<file path="src/rtl/mux_rr_sequencer_pkg.sv">
// Shared sizing and FSM state type for the round-robin mux sequencer.
// The channel count must be a power of two so that channel ids wrap naturally.
package mux_rr_sequencer_pkg;

    localparam int N_CH   = 4;
    localparam int DATA_W = 4;
    localparam int SEL_W  = $clog2(N_CH);

    typedef enum logic [1:0] {
        IDLE   = 2'd0,
        SAMPLE = 2'd1,
        HOLD   = 2'd2
    } seq_state_t;

endpackage

</file>
<file path="src/rtl/mux_rr_sequencer_if.sv">
// Channel-side and consumer-side signals of the sequencer, bundled for port connection.
// master = the sequencer itself, slave = the channel sources, the mux and the consumer.
interface mux_rr_sequencer_if;
    import mux_rr_sequencer_pkg::*;

    logic [N_CH-1:0]   req;
    logic [N_CH-1:0]   ack;
    logic [SEL_W-1:0]  select;
    logic [DATA_W-1:0] mux_out;
    logic              m_valid;
    logic              m_ready;
    logic [DATA_W-1:0] m_data;
    logic [SEL_W-1:0]  m_ch;

    modport master (
        input  req, mux_out, m_ready,
        output ack, select, m_valid, m_data, m_ch
    );

    modport slave (
        output req, mux_out, m_ready,
        input  ack, select, m_valid, m_data, m_ch
    );

endinterface

</file>
<file path="src/rtl/mux_rr_sequencer_rr_pick.sv">
// Combinational round-robin picker: first requesting channel after ptr_i, wrapping.
// Searching from the farthest offset down lets the nearest hit overwrite the others.
module mux_rr_sequencer_rr_pick
    import mux_rr_sequencer_pkg::*;
(
    input  logic [N_CH-1:0]  req_i,
    input  logic [SEL_W-1:0] ptr_i,
    output logic [SEL_W-1:0] winner_o,
    output logic             any_o
);

    always_comb begin
        // NOTE: every output gets a default before the loop so no path leaves it unassigned (no latch).
        winner_o = ptr_i;
        for (int i = N_CH; i >= 1; i--) begin
            if (req_i[ptr_i + SEL_W'(i)]) begin
                winner_o = ptr_i + SEL_W'(i);
            end
        end
        any_o = |req_i;
    end

endmodule

</file>
<file path="src/rtl/mux_rr_sequencer.sv">
// Round-robin sequencer for the external 4:1 mux: grants a channel, samples the mux
// one cycle later and presents the sample on a valid/ready port with a one-cycle ack.
module mux_rr_sequencer
    import mux_rr_sequencer_pkg::*;
(
    input logic               clk,
    input logic               rst_n,
    mux_rr_sequencer_if.master bus
);

    seq_state_t        state_q, state_d;
    logic [SEL_W-1:0]  ptr_q, ptr_d;
    logic [SEL_W-1:0]  select_q, select_d;
    logic              m_valid_q, m_valid_d;
    logic [DATA_W-1:0] m_data_q, m_data_d;
    logic [SEL_W-1:0]  m_ch_q, m_ch_d;
    logic [N_CH-1:0]   ack_q, ack_d;

    logic [SEL_W-1:0]  winner;
    logic              any;

    mux_rr_sequencer_rr_pick u_pick (
        .req_i    (bus.req),
        .ptr_i    (ptr_q),
        .winner_o (winner),
        .any_o    (any)
    );

    always_comb begin
        state_d   = state_q;
        ptr_d     = ptr_q;
        select_d  = select_q;
        m_valid_d = m_valid_q;
        m_data_d  = m_data_q;
        m_ch_d    = m_ch_q;
        ack_d     = '0;

        case (state_q)
            IDLE: begin
                if (any) begin
                    select_d = winner;
                    ptr_d    = winner;
                    state_d  = SAMPLE;
                end
            end
            // Capture is unconditional: a request dropped after arbitration still yields its item.
            SAMPLE: begin
                m_data_d  = bus.mux_out;
                m_ch_d    = select_q;
                m_valid_d = 1'b1;
                ack_d     = N_CH'(1) << select_q;
                state_d   = HOLD;
            end
            HOLD: begin
                if (m_valid_q && bus.m_ready) begin
                    m_valid_d = 1'b0;
                    if (any) begin
                        select_d = winner;
                        ptr_d    = winner;
                        state_d  = SAMPLE;
                    end else begin
                        state_d  = IDLE;
                    end
                end
            end
            default: state_d = IDLE;
        endcase
    end

    // NOTE: state registers use non-blocking assignments so every flop samples pre-edge values.
    always_ff @(posedge clk or negedge rst_n) begin
        if (!rst_n) begin
            state_q   <= IDLE;
            ptr_q     <= SEL_W'(N_CH - 1);
            select_q  <= '0;
            m_valid_q <= 1'b0;
            m_data_q  <= '0;
            m_ch_q    <= '0;
            ack_q     <= '0;
        end else begin
            state_q   <= state_d;
            ptr_q     <= ptr_d;
            select_q  <= select_d;
            m_valid_q <= m_valid_d;
            m_data_q  <= m_data_d;
            m_ch_q    <= m_ch_d;
            ack_q     <= ack_d;
        end
    end

    assign bus.select  = select_q;
    assign bus.m_valid = m_valid_q;
    assign bus.m_data  = m_data_q;
    assign bus.m_ch    = m_ch_q;
    assign bus.ack     = ack_q;

endmodule

</file>
<file path="src/flat_wrapper.sv">
// flat-port wrapper written by rule: the top's interface ports become plain ports
module mux_rr_sequencer_flat import mux_rr_sequencer_pkg::*;
  (clk, rst_n, bus_req, bus_mux_out, bus_m_ready, bus_ack, bus_select, bus_m_valid, bus_m_data, bus_m_ch);
  mux_rr_sequencer_if bus_i ();
  input logic clk;
  input logic rst_n;
  input wire logic [$bits(bus_i.req)-1:0] bus_req;
  input wire logic [$bits(bus_i.mux_out)-1:0] bus_mux_out;
  input wire logic [$bits(bus_i.m_ready)-1:0] bus_m_ready;
  output wire logic [$bits(bus_i.ack)-1:0] bus_ack;
  output wire logic [$bits(bus_i.select)-1:0] bus_select;
  output wire logic [$bits(bus_i.m_valid)-1:0] bus_m_valid;
  output wire logic [$bits(bus_i.m_data)-1:0] bus_m_data;
  output wire logic [$bits(bus_i.m_ch)-1:0] bus_m_ch;
  assign bus_i.req = bus_req;
  assign bus_i.mux_out = bus_mux_out;
  assign bus_i.m_ready = bus_m_ready;
  assign bus_ack = bus_i.ack;
  assign bus_select = bus_i.select;
  assign bus_m_valid = bus_i.m_valid;
  assign bus_m_data = bus_i.m_data;
  assign bus_m_ch = bus_i.m_ch;
  mux_rr_sequencer u_core (.clk(clk), .rst_n(rst_n), .bus(bus_i));
endmodule
</file>
<file path="config.mk">
export PLATFORM = sky130hd
export DESIGN_NAME = mux_rr_sequencer_flat
export DESIGN_NICKNAME = d
export VERILOG_FILES = /design/src/rtl/mux_rr_sequencer_pkg.sv /design/src/rtl/mux_rr_sequencer_if.sv /design/src/rtl/mux_rr_sequencer_rr_pick.sv /design/src/rtl/mux_rr_sequencer.sv /design/src/flat_wrapper.sv
export SDC_FILE = /design/constraint.sdc
export NUM_CORES = 1
export LEC_CHECK = 0
export ABC_AREA = 1
export CAP_MARGIN = 20
export CORE_MARGIN = 2
export CORE_UTILIZATION = 45
export DETAILED_ROUTE_END_ITERATION = 8
export GPL_TIMING_DRIVEN = 1
export MAX_ROUTING_LAYER = met4
export PLACE_DENSITY = 0.79
export RECOVER_POWER = 100
export SLEW_MARGIN = 20
export SYNTH_ARGS = -nofsm -noshare
export SYNTH_HDL_FRONTEND = slang
export SYNTH_SLANG_ARGS = --single-unit
</file>
<file path="constraint.sdc">
create_clock -name clk -period 1.8 [get_ports clk]
set_input_delay 0.36 -clock clk [delete_from_list [all_inputs] [get_ports clk]]
set_output_delay 0.36 -clock clk [all_outputs]
set_load 0.01 [all_outputs]
</file>
Yosys cells after proc, flatten, opt, wreduce, memory -nomap -nowiden
Cells that the tools add are included.
{"block": "classes", "n_mul": 0, "bitwise": 0, "shifts": 1, "n_addsub": 3, "n_eq_ne": 4, "n_reduce_logical": 8, "div_mod_pow": 0, "n_mux": 22, "magnitude_cmp": 3}
{"cell": "$mux 2", "count": 9}
{"cell": "$lt 2x3->1 const B", "count": 3}
{"cell": "$pmux 2 s2", "count": 2}
{"cell": "$bmux 1 s2", "count": 3}
{"cell": "$pmux 2 s3", "count": 1}
{"cell": "$reduce_and 2->1", "count": 3}
{"cell": "$mux 1", "count": 5}
{"cell": "$add 2x2->2 const B", "count": 2}
{"cell": "$mux 4", "count": 1}
{"cell": "$ne 2x1->1 const B", "count": 2}
{"cell": "$reduce_bool 2->1", "count": 2}
{"cell": "$reduce_or 4->1", "count": 1}
{"cell": "$shl 1x2->4 const A", "count": 1}
{"cell": "$add 2x1->2 const B", "count": 1}
{"cell": "$eq 2x1->1 const B", "count": 1}
{"cell": "$eq 2x2->1 const B", "count": 1}
{"cell": "$logic_not 2->1", "count": 1}
{"cell": "$pmux 1 s2", "count": 1}
{"cell": "$logic_and 1x1->1", "count": 1}
{"block": "word_totals", "memories": 0, "elab_cells": 48, "output_inout_bits": 13, "reg_bits": 17, "ramBits": 0, "mem_bits_ro": 0, "latch_bits": 0}

Depth between registers and ports, before layout
{"block": "logic_depth", "ltp_word": 9, "ltp_mapped": 11}

By module
A second synthesis with hierarchy kept.
{"block": "unflattened", "hier_cells": 106, "hier_area_um2": 854.6}
{"mod": "mux_rr_sequencer", "cells_per_inst": 62, "instances": 1, "area_each_um2": 636.9, "seq_area_each_um2": 427.9}
{"mod": "mux_rr_sequencer_rr_pick", "cells_per_inst": 44, "instances": 1, "area_each_um2": 217.7, "seq_area_each_um2": 0.0}

Least setup slack after synthesis
Ideal clock, no wire load.
{"block": "synth_path", "path_type": "reg-to-reg", "start": "register u_core.ptr_q[0]", "end": "register u_core.select_q[0], in the netlist u_core.bus.select[0]", "setup_time_ns": 0.117, "required_ns": 1.683, "period_less_slack_ns": 1.281, "path_stages_with_launch": 11, "t_arrival_ns": 1.164, "setup_slack_ns": 0.519, "n_path_buf": 1, "path_cell_list": "dfstp_2 buf_6 inv_4 nand2_1 nand2_2 nand2_1 nand2_1 inv_2 nand3_1 nand3_2 nand2_1"}
{"block": "synth_between", "elab_chain_len": 9, "word_cells_on_any_way": 15, "cone_classes": "add/sub: 3; mux: 12"}
{"element": "from (decl)", "line_no": "mux_rr_sequencer.sv:12", "source": "logic [SEL_W-1:0] ptr_q, ptr_d;"}
{"element": "from (signal assigned)", "line_no": "mux_rr_sequencer.sv:74", "source": "ptr_q <= SEL_W'(N_CH - 1);"}
{"element": "from (signal assigned)", "line_no": "mux_rr_sequencer.sv:82", "source": "ptr_q <= ptr_d;"}
{"element": "$add 2x2->2", "line_no": "mux_rr_sequencer_rr_pick.sv:16, mux_rr_sequencer_rr_pick.sv:17"}
{"element": "$bmux 1 s2", "line_no": "mux_rr_sequencer_rr_pick.sv:16", "source": "if (req_i[ptr_i + SEL_W'(i)]) begin"}
{"element": "$mux 1 (not written as such)", "line_no": "mux_rr_sequencer_rr_pick.sv:16"}
{"element": "$mux 2 (2 in series)", "line_no": "mux_rr_sequencer_rr_pick.sv:16"}
{"element": "$mux 2 (*)", "line_no": "mux_rr_sequencer_rr_pick.sv:16"}
{"element": "$mux 2 (*)", "line_no": "mux_rr_sequencer.sv:40, mux_rr_sequencer.sv:57"}
{"element": "$mux 2", "line_no": "mux_rr_sequencer.sv:55", "source": "if (m_valid_q && bus.m_ready) begin"}
{"element": "$pmux 2 s2 (*)", "line_no": "mux_rr_sequencer.sv:38", "source": "case (state_q)"}
{"element": "to (signal assigned)", "line_no": "mux_rr_sequencer.sv:83", "source": "select_q <= select_d;"}
{"element": "to (decl)", "line_no": "mux_rr_sequencer.sv:13", "source": "logic [SEL_W-1:0] select_q, select_d;"}
Mark *: on every way between the ends. The rest lies on a longest branch, timed or not. The select of a mux whose other input is x is not followed.
A chain may end at the register's enable or synchronous reset.

Worst setup path after layout
{"block": "layout_path", "start": "register u_core.select_q[1], in the netlist u_core.bus.select[1]", "end": "output bus_select[1]"}
{"element": "to (decl)", "line_no": "flat_wrapper.sv:11", "source": "output wire logic [$bits(bus_i.select)-1:0] bus_select;"}
No word-level cell between the ends.

==> out/summary.txt <==
Power per cell area: 576 nW/um^2
Max Clock Freq: 0.603 GHz
Total area of sequential cells: 428 um^2
Slowest-stage cell, CP: clkdlybuf4s50_1
Final min period: 1.66 ns
Share of cells above drive strength 1: 12.3%
Clk_skew: 0.00406 ns
Crit path required time: 1.44 ns
H-tree depth: 1
Post-synth net total: 114
Library cells used by synthesis: 18
Maxcap violations: 0
Crit path buf inv count: 1
Worst VDD drop: 0.241 mV
Largest cells by area after synthesis: dfrtp_1 46%, nand2_1 22%, dfstp_2 6.4%, nand2_2 6.1%, nor2_1 3.2%
Worst slew margin: 61.3%
Status: finished clean
CTS buffer count: 3
Critical Path AT: 1.30 ns
Count of boundary I/O pins: 24
CTS Buffer Depth: 2
Via density: 4.64
LEAKAGE: 0.567 nW
Largest net degree at the start of global routing: 12
Yosys warns: 0
DRC Markers: 0
Final Wtd Congestion: 0.856
Post-detailed-route count of antenna-violating nets: 0
Avg Synthesized Cell Area: 7.93 um^2
Syn-to-layout area delta: 32.5%
Total congestion overflow: 0
Utilization after layout: 63.4%
Design Area, Final: 1080 um^2
Crit path launch type: register
Num rows: 15
Detailed-route via count: 719
Critical path type: register to output port
Final setup fails: 0
First-pass GRT wire length: 2.73 mm
Synth Instances: 103
Final HPWL DP: 1.29 mm
Die ar.: 2170 um^2
Port bufs: 23
Core outline area: 1710 um^2
Initial core utilization: 47.8%
Final #Nets: 142
Die Ht: 46.6 um
Total wire length: 1.61 mm
Clk Latency, worst-skew pair: 0.28 ns
GRT Total Usage: 18.8%
CTS sink cnt: 17
Diodes inserted: 0
Critical path cell sequence: clkdlybuf4s50_1
Worst Setup Slack, final: 0.142 ns
DRT iter0 DRCs: 11
Pre-antenna DRT Iters: 4
CTS root buf: clkbuf_4
Post-Syn Area: 817 um^2
Cts repair resizes: 0
Critical Path Max Stage Delay: 0.57 ns
#FFs+latches synth: 17
# fillers: 163
Setup TNS: 0 ns
Pre-CTS WS: 0.226 ns
Top delay family on crit path: buffers and inverters
Clock transition at path regs: 0.09 ns
Synth top area share: 45.9%
RSZ-0062 raised after global routing: no
CP Max Fanout: 6
Die width: 46.6 um
CP endpoint kind: output port
DR WL/cell: 10.4 um
Yosys top cell by area: dfrtp_1
Multi-input gate area: 330 um^2
Cts hold-fix bufs: 0
Max Slew Vio Count: 0
# Post-CTS Setup Buffers: 0
Hold WC Path Type: input pin to asynchronous set/reset pin
Placed Area: 1070 um^2
CTS tree: built
Crit share post-route: 92.1%
Vias in the first global route: 667
Final Hold Viols: 0
Sequential area share after synthesis: 52.4%
Initial antenna violation count: 0
Worst-Margin Slew: 0.581 ns
-- flip-flops by register name, summed over array words and instances, names as in the netlist --
signal / flops
u_core.bus.select: 2
u_core.ptr_q: 2
u_core.bus.ack: 4
u_core.bus.m_data: 4
u_core.state_q: 2
u_core.bus.m_ch: 2
u_core.bus.m_valid: 1
-- worst paths after layout --
check,from,end,slack [ns],cells after the start
hold / removal,rst_n,u_core.bus.m_ch[0]$_DFFE_PN0P_,0.40,1
max in group asynchronous,rst_n,u_core.bus.m_data[3]$_DFFE_PN0P_,0.59,2
hold reg to reg,u_core.bus.m_data[3]$_DFFE_PN0P_,u_core.bus.m_data[3]$_DFFE_PN0P_,0.47,2
setup / recovery,u_core.bus.select[1]$_DFFE_PN0P_,bus_select[1],0.14,1
min in group clk,u_core.bus.m_data[3]$_DFFE_PN0P_,u_core.bus.m_data[3]$_DFFE_PN0P_,0.47,2
setup reg to reg,u_core.ptr_q[0]$_DFFE_PN1P_,u_core.bus.select[1]$_DFFE_PN0P_,0.22,7
-- cell usage in the layout, fill, tap and decap left out --
cell type	synthesis	layout
nand2_1	47	47
dfrtp_1	15	15
dlygate4sd3_1	0	12
clkdlybuf4s50_1	0	11
nor2_1	7	9
nand2_2	8	8
nand3_1	5	6
inv_1	4	4
clkbuf_4	0	3
inv_2	2	2
a21oi_1	2	2
o21ai_0	1	2
clkbuf_1	0	2
clkinv_1	1	1
nor3_1	1	1
inv_4	1	1
nand3_2	2	1
o21ai_1	2	1
dfstp_1	0	1
dfstp_2	2	1
-- cell families after synthesis --
family	Yosys count	share of synthesized area, %
buf+inv	9	5.36
compound gates	5	3.06
flops	17	52.4
simple gates	72	39.2
-- Yosys cell counts, drive strengths merged --
library cell	count
o21ai	3
nand3	7
nor3	1
inv	7
dfrtp	15
nor2	9
dfstp	2
buf	1
nand2	55
clkinv	1
a21oi	2
-- cell type report --
class / count / share of cell area (%)
clock buffer: 4 / 2.43
tap: 25 / 2.89
inverter: 8 / 3.01
sequential: 17 / 39.5
timing repair buffer: 24 / 21.6
multi-input combinational: 77 / 30.5
-- power by group --
part	switching, W	internal (W)	total [W]
Combinational	0.0000232	0.0000259	0.0000490
Clock	0.000107	0.0000860	0.000193
Sequential	0	0.000382	0.000382
Total	0.000130	0.000494	0.000624
-- layer usage --
metal	track usage (%)	part of all wire, %	vias to the layer above
met5	-	0	-
met4	11.7	3.0	0
met3	2.75	3.7	6
met2	31.4	49	20
met1	21.0	44	319
li1	-	-	374
-- through the flow --
step | power (W) | cells | hold WS, ns
6_report | 0.000624 | 155 | 0.395
5_1_grt | 0.000662 | 155 | 0.409
4_1_cts | 0.000636 | 155 | 0.327
3_5_place_dp | 0.000441 | 151 | 0.458
3_3_place_gp | 0.000439 | 151 | 0.455
2_1_floorplan | 0.000406 | 103 | 0.0644
No activity file was read; power rests on OpenSTA's default activity.
